[src/rtl/bitrev_buf_pkg.sv]
// Shared definitions for the bit-reversal ping-pong buffer: default sizing
// and the address bit-reverse helper used on the read side.
package bitrev_buf_pkg;

    // Default sample component width exponent (2**4 = 16-bit components).
    localparam int DEF_N       = 4;
    // Default frame length exponent (2**3 = 8 complex samples per frame).
    localparam int DEF_LOG_PTS = 3;
    // Widest address the bit-reverse helper handles.
    localparam int BR_MAXW     = 16;

    // Reverse the low log_pts bits of value; bits above log_pts come back zero.
    // Built as a shift chain so no variable bit-select is needed.
    function automatic logic [BR_MAXW-1:0] bit_reverse(
        input logic [BR_MAXW-1:0] value,
        input int                 log_pts
    );
        logic [BR_MAXW-1:0] src;
        logic [BR_MAXW-1:0] res;
        src = value;
        res = '0;
        for (int i = 0; i < BR_MAXW; i++) begin
            if (i < log_pts) begin
                res = {res[BR_MAXW-2:0], src[0]};
                src = src >> 1;
            end
        end
        return res;
    endfunction

endpackage

[src/rtl/bitrev_buf_bank.sv]
// One bank of the ping-pong buffer: synchronous write, asynchronous read.
module bitrev_bank
    import bitrev_buf_pkg::*;
#(
    parameter int LOG_PTS = DEF_LOG_PTS,
    parameter int WIDTH   = 2 * (2 ** DEF_N)
) (
    input  logic               clk,
    input  logic               wr_en,
    input  logic [LOG_PTS-1:0] wr_addr,
    input  logic [WIDTH-1:0]   wr_data,
    input  logic [LOG_PTS-1:0] rd_addr,
    output logic [WIDTH-1:0]   rd_data
);

    logic [WIDTH-1:0] mem_q [2**LOG_PTS];

    // Store the incoming {re, im} word at the write address.
    always_ff @(posedge clk) begin
        if (wr_en) begin
            mem_q[wr_addr] <= wr_data;
        end
    end

    assign rd_data = mem_q[rd_addr];

endmodule

[src/rtl/bitrev_buf.sv]
// Ping-pong frame buffer that re-emits each frame of complex samples in
// bit-reversed address order, feeding a downstream rotation stage.
// Optional feature: define BITREV_BUF_FRAME_FLAGS_EN to add out_sof/out_eof
// start/end-of-frame markers aligned with out_re/out_im.
module bitrev_buf
    import bitrev_buf_pkg::*;
#(
    parameter int N       = DEF_N,
    parameter int LOG_PTS = DEF_LOG_PTS
) (
    input  logic              clk,
    input  logic              rst,
    input  logic              in_valid,
    output logic              in_ready,
    input  logic [2**N-1:0]   in_re,
    input  logic [2**N-1:0]   in_im,
    output logic              out_valid,
    input  logic              out_ready,
    output logic [2**N-1:0]   out_re,
`ifdef BITREV_BUF_FRAME_FLAGS_EN
    output logic              out_sof,
    output logic              out_eof,
`endif
    output logic [2**N-1:0]   out_im
);

    localparam int                 W    = 2 ** N;
    localparam int                 PTS  = 2 ** LOG_PTS;
    localparam logic [LOG_PTS-1:0] LAST = LOG_PTS'(PTS - 1);

    logic               wr_bank_q, wr_bank_d;
    logic               rd_bank_q, rd_bank_d;
    logic [1:0]         full_q, full_d;
    logic [LOG_PTS-1:0] wr_cnt_q, wr_cnt_d;
    logic [LOG_PTS-1:0] rd_cnt_q, rd_cnt_d;
    logic               out_valid_q, out_valid_d;
    logic [W-1:0]       out_re_q, out_re_d;
    logic [W-1:0]       out_im_q, out_im_d;
`ifdef BITREV_BUF_FRAME_FLAGS_EN
    logic               sof_q, sof_d;
    logic               eof_q, eof_d;
`endif

    logic               in_fire;
    logic               load_en;
    logic               rd_fire;
    logic               wr_last;
    logic               rd_last;
    logic [LOG_PTS-1:0] rd_addr;
    logic [2*W-1:0]     bank_rd_data [2];
    logic [2*W-1:0]     rd_word;

    assign in_ready = ~full_q[wr_bank_q];
    assign in_fire  = in_valid & in_ready;
    // The output register may take a new value when empty or being drained.
    assign load_en  = ~out_valid_q | out_ready;
    assign rd_fire  = load_en & full_q[rd_bank_q];
    assign wr_last  = in_fire & (wr_cnt_q == LAST);
    assign rd_last  = rd_fire & (rd_cnt_q == LAST);
    assign rd_addr  = LOG_PTS'(bit_reverse(BR_MAXW'(rd_cnt_q), LOG_PTS));
    assign rd_word  = bank_rd_data[rd_bank_q];

    // Two banks; each sets its full flag on its last write and clears it on
    // its last read. A bank is never written and read-completed together
    // because the write bank is by definition not full.
    for (genvar gi = 0; gi < 2; gi++) begin : g_bank
        bitrev_bank #(
            .LOG_PTS (LOG_PTS),
            .WIDTH   (2 * W)
        ) u_bank (
            .clk     (clk),
            .wr_en   (in_fire & (wr_bank_q == 1'(gi))),
            .wr_addr (wr_cnt_q),
            .wr_data ({in_re, in_im}),
            .rd_addr (rd_addr),
            .rd_data (bank_rd_data[gi])
        );

        assign full_d[gi] = (full_q[gi] | (wr_last & (wr_bank_q == 1'(gi))))
                          & ~(rd_last & (rd_bank_q == 1'(gi)));
    end

    // Write side: advance the write address and flip banks after the last slot.
    always_comb begin
        wr_cnt_d  = wr_cnt_q;
        wr_bank_d = wr_bank_q;
        if (in_fire) begin
            wr_cnt_d = wr_cnt_q + LOG_PTS'(1);
            if (wr_cnt_q == LAST) begin
                wr_bank_d = ~wr_bank_q;
            end
        end
    end

    // Read side: load the output stage from the full bank in bit-reversed order.
    always_comb begin
        rd_cnt_d    = rd_cnt_q;
        rd_bank_d   = rd_bank_q;
        out_valid_d = out_valid_q;
        out_re_d    = out_re_q;
        out_im_d    = out_im_q;
`ifdef BITREV_BUF_FRAME_FLAGS_EN
        sof_d       = sof_q;
        eof_d       = eof_q;
`endif
        if (load_en) begin
            out_valid_d = rd_fire;
            if (rd_fire) begin
                out_re_d = rd_word[2*W-1:W];
                out_im_d = rd_word[W-1:0];
                rd_cnt_d = rd_cnt_q + LOG_PTS'(1);
`ifdef BITREV_BUF_FRAME_FLAGS_EN
                sof_d    = (rd_cnt_q == '0);
                eof_d    = (rd_cnt_q == LAST);
`endif
                if (rd_cnt_q == LAST) begin
                    rd_bank_d = ~rd_bank_q;
                end
            end
        end
    end

    // State register with synchronous active-low reset; bank contents are kept.
    always_ff @(posedge clk) begin
        if (!rst) begin
            wr_bank_q   <= 1'b0;
            rd_bank_q   <= 1'b0;
            full_q      <= '0;
            wr_cnt_q    <= '0;
            rd_cnt_q    <= '0;
            out_valid_q <= 1'b0;
            out_re_q    <= '0;
            out_im_q    <= '0;
`ifdef BITREV_BUF_FRAME_FLAGS_EN
            sof_q       <= 1'b0;
            eof_q       <= 1'b0;
`endif
        end else begin
            wr_bank_q   <= wr_bank_d;
            rd_bank_q   <= rd_bank_d;
            full_q      <= full_d;
            wr_cnt_q    <= wr_cnt_d;
            rd_cnt_q    <= rd_cnt_d;
            out_valid_q <= out_valid_d;
            out_re_q    <= out_re_d;
            out_im_q    <= out_im_d;
`ifdef BITREV_BUF_FRAME_FLAGS_EN
            sof_q       <= sof_d;
            eof_q       <= eof_d;
`endif
        end
    end

    assign out_valid = out_valid_q;
    assign out_re    = out_re_q;
    assign out_im    = out_im_q;
`ifdef BITREV_BUF_FRAME_FLAGS_EN
    assign out_sof   = sof_q;
    assign out_eof   = eof_q;
`endif

endmodule

[config.mk]
export PLATFORM = sky130hd
export DESIGN_NAME = bitrev_buf
export DESIGN_NICKNAME = d
export VERILOG_FILES = /design/src/rtl/bitrev_buf_pkg.sv /design/src/rtl/bitrev_buf_bank.sv /design/src/rtl/bitrev_buf.sv
export SDC_FILE = /design/constraint.sdc
export NUM_CORES = 1
export LEC_CHECK = 0
export CAP_MARGIN = 20
export CORE_ASPECT_RATIO = 0.75
export CORE_UTILIZATION = 25
export DETAILED_ROUTE_END_ITERATION = 10
export GPL_TIMING_DRIVEN = 0
export HOLD_SLACK_MARGIN = 0.15
export SLEW_MARGIN = 20
export SYNTH_ARGS = -nofsm -noshare
export SYNTH_HDL_FRONTEND = slang
export SYNTH_SLANG_ARGS = --single-unit
[constraint.sdc]
create_clock -name clk -period 6.7 [get_ports clk]
set_input_delay 2.01 -clock clk [delete_from_list [all_inputs] [get_ports clk]]
set_output_delay 2.01 -clock clk [all_outputs]
set_load 0.02 [all_outputs]
==> results.toml, run 1 <==
[timing]
period_minus_slack_ns = 4.341
finalCritPeriodShare_pct = 64.79
skew_ns = 0.02512
worst_hold_slack_ns = 0.5018
fmax_ghz = 0.2304
hold_viol_final = 0
worst_slack_ns = 2.359
slew_headroom_pct = 33.92
setup-violations-final = 0
finalSetupTns_ns = 0
tightest_slew_ns = 0.9870
rsz0062_at_grt = "no"
drv_slew = 0

[clocking]
post_cts_buffers = 0
cts_hold_buf = 0
clkSinkCount = 558
htreeDepth = 2
clkTransAtPathRegs_ns = 0.06
cts_buffer_depth = 3
clockRootBuffer = "clkbuf_16"
numCtsBuffers = 50
cts-resized-gates = 0
cts_tree = "done"
clk_latency_ns = 0.57

[pwr]
seqPwrFrac_pct = 54.3
internal-power_mw = 5.739
p_sw_mw = 1.349
p_per_area_mw_per_mm2 = 276.2
netSwitchingFraction_pct = 19.03
p_comb_share_pct = 2.1
clkPwrFrac_pct = 43.7
power_mw = 7.088
p_leak_nw = 8.081
vdd_drop_max_v = 0.0001866

[hold_path]
holdPathStages = 2
min_path_type = "flip-flop to flip-flop"

[floorplanning]
die_y_um = 252.9
fp.dieW_um = 336.6
initial_core_util_pct = 25.39
core_area_mm2 = 0.08266
fp-row-count = 91
dieArea_mm2 = 0.08512
io_pins = 70

[yosys]
synth_cells = 971
synth_flop_cell = "edfxtp_1"
syn-num-nets = 1011
synth.distinct_cells = 39
synthTopCellsByArea = "edfxtp_1 (73%), mux4_2 (14%), dfxtp_1 (4.4%), a221o_1 (1.3%), a22o_1 (1.2%)"
yosys_warnings = 0
synth.cell_area_mm2 = 0.02099
yosysTopAreaCell = "edfxtp_1"
synth-edff-count = 512
ys_async_sr_fraction_pct = 0
synth_top_area_share_pct = 73.26
ys_seq_elements = 558
syn_area_per_cell_um2 = 21.61
yosysSeqAreaShare_pct = 77.65

[layout]
mostFrequentLayoutCell = "edfxtp_1"
area_delta_synth_final_pct = 22.27
register_area_mm2 = 0.01630
layout_common_cells = "edfxtp_1 (512), mux4_2 (128), clkdlybuf4s50_1 (68), inv_1 (57), clkbuf_16 (53)"
fillers = 7982
final_nets = 1195
fin_util_pct = 31.04
n_antenna_cell = 0
multi_input_area_mm2 = 0.004310
final_layout_size_suffix_gt1_share_pct = 27.40

[global_routing]
grt.overflow.total = 0
track_usage_pct = 11.60
grt_pass1_wl_um = 71970
antenna_found_initial = 2
grt_pass1_vias = 10520
grt_max_degree = 18

[detailed_routing]
drt_iter0_drc = 872
num_vias = 10320
route.detailed.drc = 0
ant_nets = 0
wl_per_cell_um = 21.39
vias_per_cell = 4.462
wl_um = 49480
first_pass_iters = 4

[outcome]
outcome = "finished, final reports clean"

[critical_path]
critical_path_peak_fanout = 7
arrival_ns = 2.33
r2r_cells = 7
worst-setup-path-type = "flip-flop to output port"
end_kind = "output port"
required_ns = 4.69
startpoint_type = "flip-flop"

[placed_design]
dp_worst_setup_slack_ns = 2.116
hpwl_um = 34250
gp_congestion = 0.7203
numPortBuffers = 68

[flow_run]
cap_violations = 0
[area by class of cell]
class	count	share of cell area [%]
sequential	558	63.50
timing repair buffer	132	5.363
clock inverter	23	1.248
inverter	58	0.8484
multi-input combinational	303	16.80
buffer	52	1.014
clock buffer	71	5.783
tap	1116	5.442
[worst max-delay path: stages, from the launching register on]
cell,delay (ns)
dfxtp_1,0.31
clkbuf_1,0.27
mux2i_1,0.46
clkdlybuf4s50_1,0.72
[cell families (layout without fill, tap and decap cells)]
group / after synthesis / count (layout) / synth area share [%]
muxes: 138 / 138 / 14.24
DFF: 558 / 558 / 77.65
AOI/OAI and AO/OA: 96 / 96 / 3.792
buffers and inverters: 110 / 336 / 2.277
and+or+nand+nor: 61 / 61 / 1.640
xor gates and xnor gates: 4 / 4 / 0.1669
adders and majority gates: 4 / 4 / 0.2385
[sequential cells by signal, indices dropped and copies added, names as in the netlist, named ones only]
register / flops
out_re: 16
wr_bank_q: 1
rd_cnt_q: 3
out_im: 16
full_q: 2
out_valid: 1
wr_cnt_q: 3
g_bank.u_bank.mem_q: 512
rd_bank_q: 1
[worst paths after layout]
check              from                           end  slack [ns]
min          out_im[11]                    out_im[11]        0.50
min reg2reg  out_im[11]                    out_im[11]        0.50
max reg2reg   wr_bank_q  g_bank[0].u_bank.mem_q[0][2]        4.01
max           wr_bank_q                      in_ready        2.36
[stage by stage]
stage               area, um2  std cells
finish                  25660       2313
global route            25660       2313
CTS                     25660       2313
detailed placement      23860       2219
global placement        23060       2155
floorplan               20990        971
[power groups by stage]
stage               logic [mW]  clock network [mW]  registers [mW]
floorplan               0.0458                   0            3.92
global placement         0.124                   0            3.93
detailed placement       0.149                   0            3.92
CTS                      0.149                3.16            3.85
global route             0.160                3.29            3.85
finish                   0.148                3.09            3.85
[Yosys cell counts, drive strengths merged (7+ instances only)]
library cell  count
dfxtp            46
nand3            11
o22ai            28
and2              7
a22o             28
inv              58
edfxtp          512
nor3              8
clkbuf           17
mux4            128
mux2i             9
buf              35
nand2            13
a221o            28
nor2              9
[metal layers]
layer	share of wire [%]	wire length, um	track usage [%]
met2	47	23160	18.24
met5	0.046	23	0
met3	6.9	3399	2.558
met1	45	22090	16.40
met4	1.6	810	2.403
No activity file was read; power rests on OpenSTA's default activity.
==> run 2, diff against run 1 <==
Clock period 6.7 ns to 3.9 ns, I/O delays scaled along.
==> run 2 against run 1 <==
Sequential power is 72% higher. Global-route usage up 0.18 points. Non-clock buffer count shrank 16. Clock power rose by 64%. Sequential share of layout area is 0.12 points higher. Count of clock-buffer cells in the layout shrank 1. Via count shrank 1.6%. Power rose by 69%. Critical endpoint unchanged. Largest cell class unchanged. Largest power group unchanged.
==> results.toml, run 2 (same netlist as run 1, synthesis figures left out) <==
[outcome]
outcome = "finished, final reports clean"

[critical_path]
critical_path_peak_fanout = 7
startpoint_type = "flip-flop"
worstPathCellList = "clkbuf_1, mux2i_1, clkdlybuf4s50_1"
end_kind = "output port"
cp_slowest_cell = "clkdlybuf4s50_1"
arrival_ns = 2.31
required_ns = 2.73
path_delay_family = "buffers and inverters"
max_stage_delay_ns = 0.71
crit_buf_inv = 2
worst-setup-path-type = "flip-flop to output port"

[detailed_routing]
vias_per_cell = 4.418
wl_um = 50210
num_vias = 10160
ant_nets = 0
wl_per_cell_um = 21.84
route.detailed.drc = 0
first_pass_iters = 7
drt_iter0_drc = 1140

[layout]
largest_register_ffs = 512
final_nets = 1181
layout_common_cells = "edfxtp_1 (512), mux4_2 (128), clkdlybuf4s50_1 (68), inv_1 (57), clkbuf_16 (53)"
final_layout_size_suffix_gt1_share_pct = 25.47
final_area_mm2 = 0.02561
top_register = "g_bank.u_bank.mem_q"
mostFrequentLayoutCell = "edfxtp_1"
area_delta_synth_final_pct = 22.04

[clocking]
cts_hold_buf = 0
clkSinkCount = 558
htreeDepth = 2
numCtsBuffers = 52
cts_tree = "done"
cts_buffer_depth = 3
cts-resized-gates = 0
post_cts_buffers = 0
clk_latency_ns = 0.57
clockRootBuffer = "clkbuf_16"
clkTransAtPathRegs_ns = 0.06

[timing]
worst_slack_ns = 0.4199
hold_viol_final = 0
tightest_slew_ns = 1.097
setup-violations-final = 0
finalSetupTns_ns = 0
worst_hold_slack_ns = 0.5143
drv_slew = 0
skew_ns = 0.01259
slew_headroom_pct = 26.57
finalCritPeriodShare_pct = 89.23
period_minus_slack_ns = 3.480
rsz0062_at_grt = "no"
fmax_ghz = 0.2874

[pwr]
p_per_area_mw_per_mm2 = 466.5
power_mw = 11.95
vdd_drop_max_v = 0.0002892
p_leak_nw = 7.949

[floorplanning]
fp.dieW_um = 336.6
core_area_mm2 = 0.08266
fp-row-count = 91
dieArea_mm2 = 0.08512
io_pins = 70
initial_core_util_pct = 25.39
die_y_um = 252.9

[placed_design]
dp_worst_setup_slack_ns = 0.05170
gp_congestion = 0.7187
hpwl_um = 33530
numPortBuffers = 68
placed_cell_area_mm2 = 0.02391

[global_routing]
antenna_found_initial = 3
met3_usage_pct = 2.535
grt_pass1_wl_um = 72550
grt_pass1_vias = 10420
use_met2_pct = 18.73
grt_max_degree = 18
met1_usage_pct = 16.35
busiest_layer = "met2"
track_usage_pct = 11.78
grt.overflow.total = 0

[hold_path]
min_path_type = "flip-flop to flip-flop"

[flow_run]
cap_violations = 0
-- run 2: cell count changes in the layout (fill, tap and decap cells not counted), moves of 4 or more --
cell      before  now
buf_8          1   17
nor3_4         0    5
clkinv_2      10    5
clkbuf_8       9    4
clkinv_1       2   10
buf_4         43   16
buf_2         32   24
clkbuf_1      25   29
nor3_2         8    3
buf_6          6   10
-- run 2: final cells by class --
type | count | area (um2)
clock buffer | 70 | 1430
buffer | 52 | 260.3
multi-input combinational | 303 | 4359
sequential | 558 | 16300
timing repair buffer | 116 | 1376
inverter | 58 | 217.7
fill | 7963 | 57050
tap | 1116 | 1396
clock inverter | 25 | 274.0
antenna | 1 | 2.502
-- run 2: layer usage --
layer | vias up | part of all wire [%] | wire (um)
met5 | - | 0.068 | 34
met4 | 4 | 2.0 | 1020
met3 | 87 | 6.4 | 3222
met2 | 301 | 47 | 23550
met1 | 5377 | 45 | 22380
li1 | 4387 | - | -
-- run 2: path summary, 6_finish.rpt --
| kind | start | to | slack (ns) | depth (start not counted) |
|---|---|---|---|---|
| worst min-delay path | rd_cnt_q[1] | flip-flop | 0.51 | 2 |
| worst max register to register | wr_cnt_q[0] | g_bank[1].u_bank.mem_q[1][28] | 0.91 | 6 |
| worst max-delay path | wr_bank_q | in_ready | 0.42 | 3 |
| worst min register to register | rd_cnt_q[1] | flip-flop | 0.51 | 2 |
-- run 2: where the power goes --
group	internal, mW	switching [mW]
Clock	2.96	2.12
Sequential	6.59	0.0137
Combinational	0.0883	0.171
Total	9.64	2.30
-- run 2: worst reg2reg max path: cells and delay by family, from the launching register on --
| family | cells | cell delay (ns) |
|---|---|---|
| AND/OR/NAND/NOR | 2 | 1.15 |
| flip-flops | 1 | 0.35 |
| buffers and inverters | 4 | 1.19 |
-- run 2: per-stage QoR --
stage	utilization (%)	instances
after global placement	27.95	2155
after CTS	30.98	2298
after floorplan	-	971
after global routing	30.98	2298
after detailed placement	28.92	2203
final	30.98	2299
==> run 3, diff against run 2 <==
--- a/config.mk
+++ b/config.mk
@@ -6,5 +6,4 @@
 export NUM_CORES = 1
 export LEC_CHECK = 0
-export CAP_MARGIN = 20
 export CORE_ASPECT_RATIO = 0.75
 export CORE_UTILIZATION = 25
==> constraint.sdc (replaced) <==
create_clock -name clk -period 3.9 [get_ports clk]
set_input_delay 0.585 -clock clk [delete_from_list [all_inputs] [get_ports clk]]
set_output_delay 0.585 -clock clk [all_outputs]
set_load 0.02 [all_outputs]
==> run 3 against run 2 <==
Sequential cell count unchanged. Fmax is 19% higher. Register-to-register slack better by 0.19 ns. Power fell by 1.5%. Count of clock-buffer cells in the layout stayed put. Global-route usage shrank 0.11 points. Wire length is 0.98% lower. Non-clock buffer count grew 10. Worst hold slack got worse by 0.081 ns. Clock skew is 0.019 ns higher. Combinational power increased by 2%. Largest cell class unchanged.
==> results.toml, run 3 (same netlist as run 1, synthesis figures left out) <==
[global_routing]
met3_usage_pct = 2.604
grt.overflow.total = 0
grt_max_degree = 18
grt_pass1_wl_um = 72380
use_met2_pct = 18.25
met1_usage_pct = 16.65
busiest_layer = "met2"
antenna_found_initial = 2
track_usage_pct = 11.67
grt_pass1_vias = 10690

[timing]
worst_slack_ns = 0.9741
finalCritPeriodShare_pct = 75.02
rsz0062_at_grt = "no"
hold_viol_final = 0
slew_headroom_pct = 34.32
setup-violations-final = 0
period_minus_slack_ns = 2.926
tightest_slew_ns = 0.9852
drv_slew = 0
skew_ns = 0.03138
fmax_ghz = 0.3418

[detailed_routing]
first_pass_iters = 7
ant_nets = 0
route.detailed.drc = 0
wl_um = 49710
wl_per_cell_um = 21.57
num_vias = 10190
vias_per_cell = 4.423
drt_iter0_drc = 988

[clocking]
clk_latency_ns = 0.58
cts-resized-gates = 0
clockRootBuffer = "clkbuf_16"
numCtsBuffers = 49
cts_hold_buf = 0
clkTransAtPathRegs_ns = 0.07
clkSinkCount = 558
post_cts_buffers = 0
cts_buffer_depth = 3
cts_tree = "done"
htreeDepth = 2

[layout]
top_register = "g_bank.u_bank.mem_q"
largest_register_ffs = 512
area_delta_synth_final_pct = 21.61
layout_common_cells = "edfxtp_1 (512), mux4_2 (128), clkdlybuf4s50_1 (68), inv_1 (57), clkbuf_16 (51)"
final_nets = 1188
fillers = 7983
mostFrequentLayoutCell = "edfxtp_1"
fin_cells = 2305
final_layout_size_suffix_gt1_share_pct = 26.18

[placed_design]
hpwl_um = 34320
dp.cells = 2213
dp_worst_setup_slack_ns = 0.8057
numPortBuffers = 68
gp_congestion = 0.7320

[floorplanning]
initial_core_util_pct = 25.39
core_area_mm2 = 0.08266
fp-row-count = 91
fp.dieW_um = 336.6
die_y_um = 252.9
dieArea_mm2 = 0.08512
io_pins = 70

[outcome]
outcome = "finished, final reports clean"

[flow_run]
cap_violations = 0

[critical_path]
critPathLaunch = "wr_bank_q"
worst-setup-path-type = "flip-flop to output port"
regToRegSetupSlack_ns = 1.10
r2r-start = "wr_cnt_q[2]"
endpoint = "in_ready"
critical_path_peak_fanout = 7
end_kind = "output port"
startpoint_type = "flip-flop"
timing.rr.end = "g_bank[1].u_bank.mem_q[5][16]"
arrival_ns = 2.34
required_ns = 3.31
r2r_cells = 5

[hold_path]
min_path_type = "primary input to flip-flop"

[pwr]
p_per_area_mw_per_mm2 = 461.2
p_leak_nw = 7.969
vdd_drop_max_v = 0.0003116
run 3: cell types whose count changed in the layout (fill, tap and decap cells not counted), sizes merged:
cell / previous run / this run
buf: 83 / 93
bufinv: 6 / 5
clkinv: 16 / 12
clkinvlp: 3 / 2
inv: 58 / 60
run 3: worst min path at each step:
stage / start / endpoint / slack [ns] / cells after the start
after detailed placement: out_im[11] / out_im[11] / 0.49 / 2
after global placement: out_im[11] / out_im[11] / 0.48 / 2
final: in_valid / wr_cnt_q[2] / 0.43 / 3
after floorplan: rd_cnt_q[2] / flip-flop / 0.47 / 2
after global routing: in_valid / wr_cnt_q[2] / 0.46 / 3
after CTS: in_valid / wr_cnt_q[2] / 0.40 / 3
run 3: final cells by class:
type | instances | area, um2 | share of cell area (%)
multi-input cells | 303 | 4328 | 16.96
clock buffers | 70 | 1388 | 5.437
well taps | 1116 | 1396 | 5.471
repair buffers | 126 | 1396 | 5.471
diodes | 1 | 2.502 | 0.009805
inverters | 58 | 217.7 | 0.8530
clock inverters | 21 | 237.7 | 0.9315
flip-flops and latches | 558 | 16300 | 63.85
plain buffers | 52 | 260.3 | 1.020
run 3: metrics by stage:
stage                     TNS, ns  util, %  area (um2)  hold WS [ns]  total power, mW
after CTS                       0    30.87       25520        0.4048            11.87
after floorplan                 0        -       21000        0.4673            6.816
after global routing            0    30.87       25520        0.4594            12.10
after detailed placement        0    28.91       23890        0.4862            7.001
final                           0    30.88       25520        0.4336            11.77
after global placement    -945.04    27.92       23080        0.4829            6.959
run 3: metal layers:
layer | routed length (um) | vias up
met5 | 9 | -
met4 | 638 | 2
met3 | 3621 | 59
met2 | 22850 | 299
met1 | 22600 | 5441
li1 | - | 4393
run 3: critical path, cell delays in order (launching register included):
cell and delay, ns:
dfxtp_1 0.31, clkbuf_1 0.28, mux2i_1 0.46, clkdlybuf4s50_1 0.71
run 3: where the power goes:
group	leakage, nW	total [mW]	switching, mW	internal [mW]
combinational	2.18	0.263	0.171	0.0918
sequential	5.00	6.61	0.0133	6.59
clock	0.793	4.90	2.09	2.81
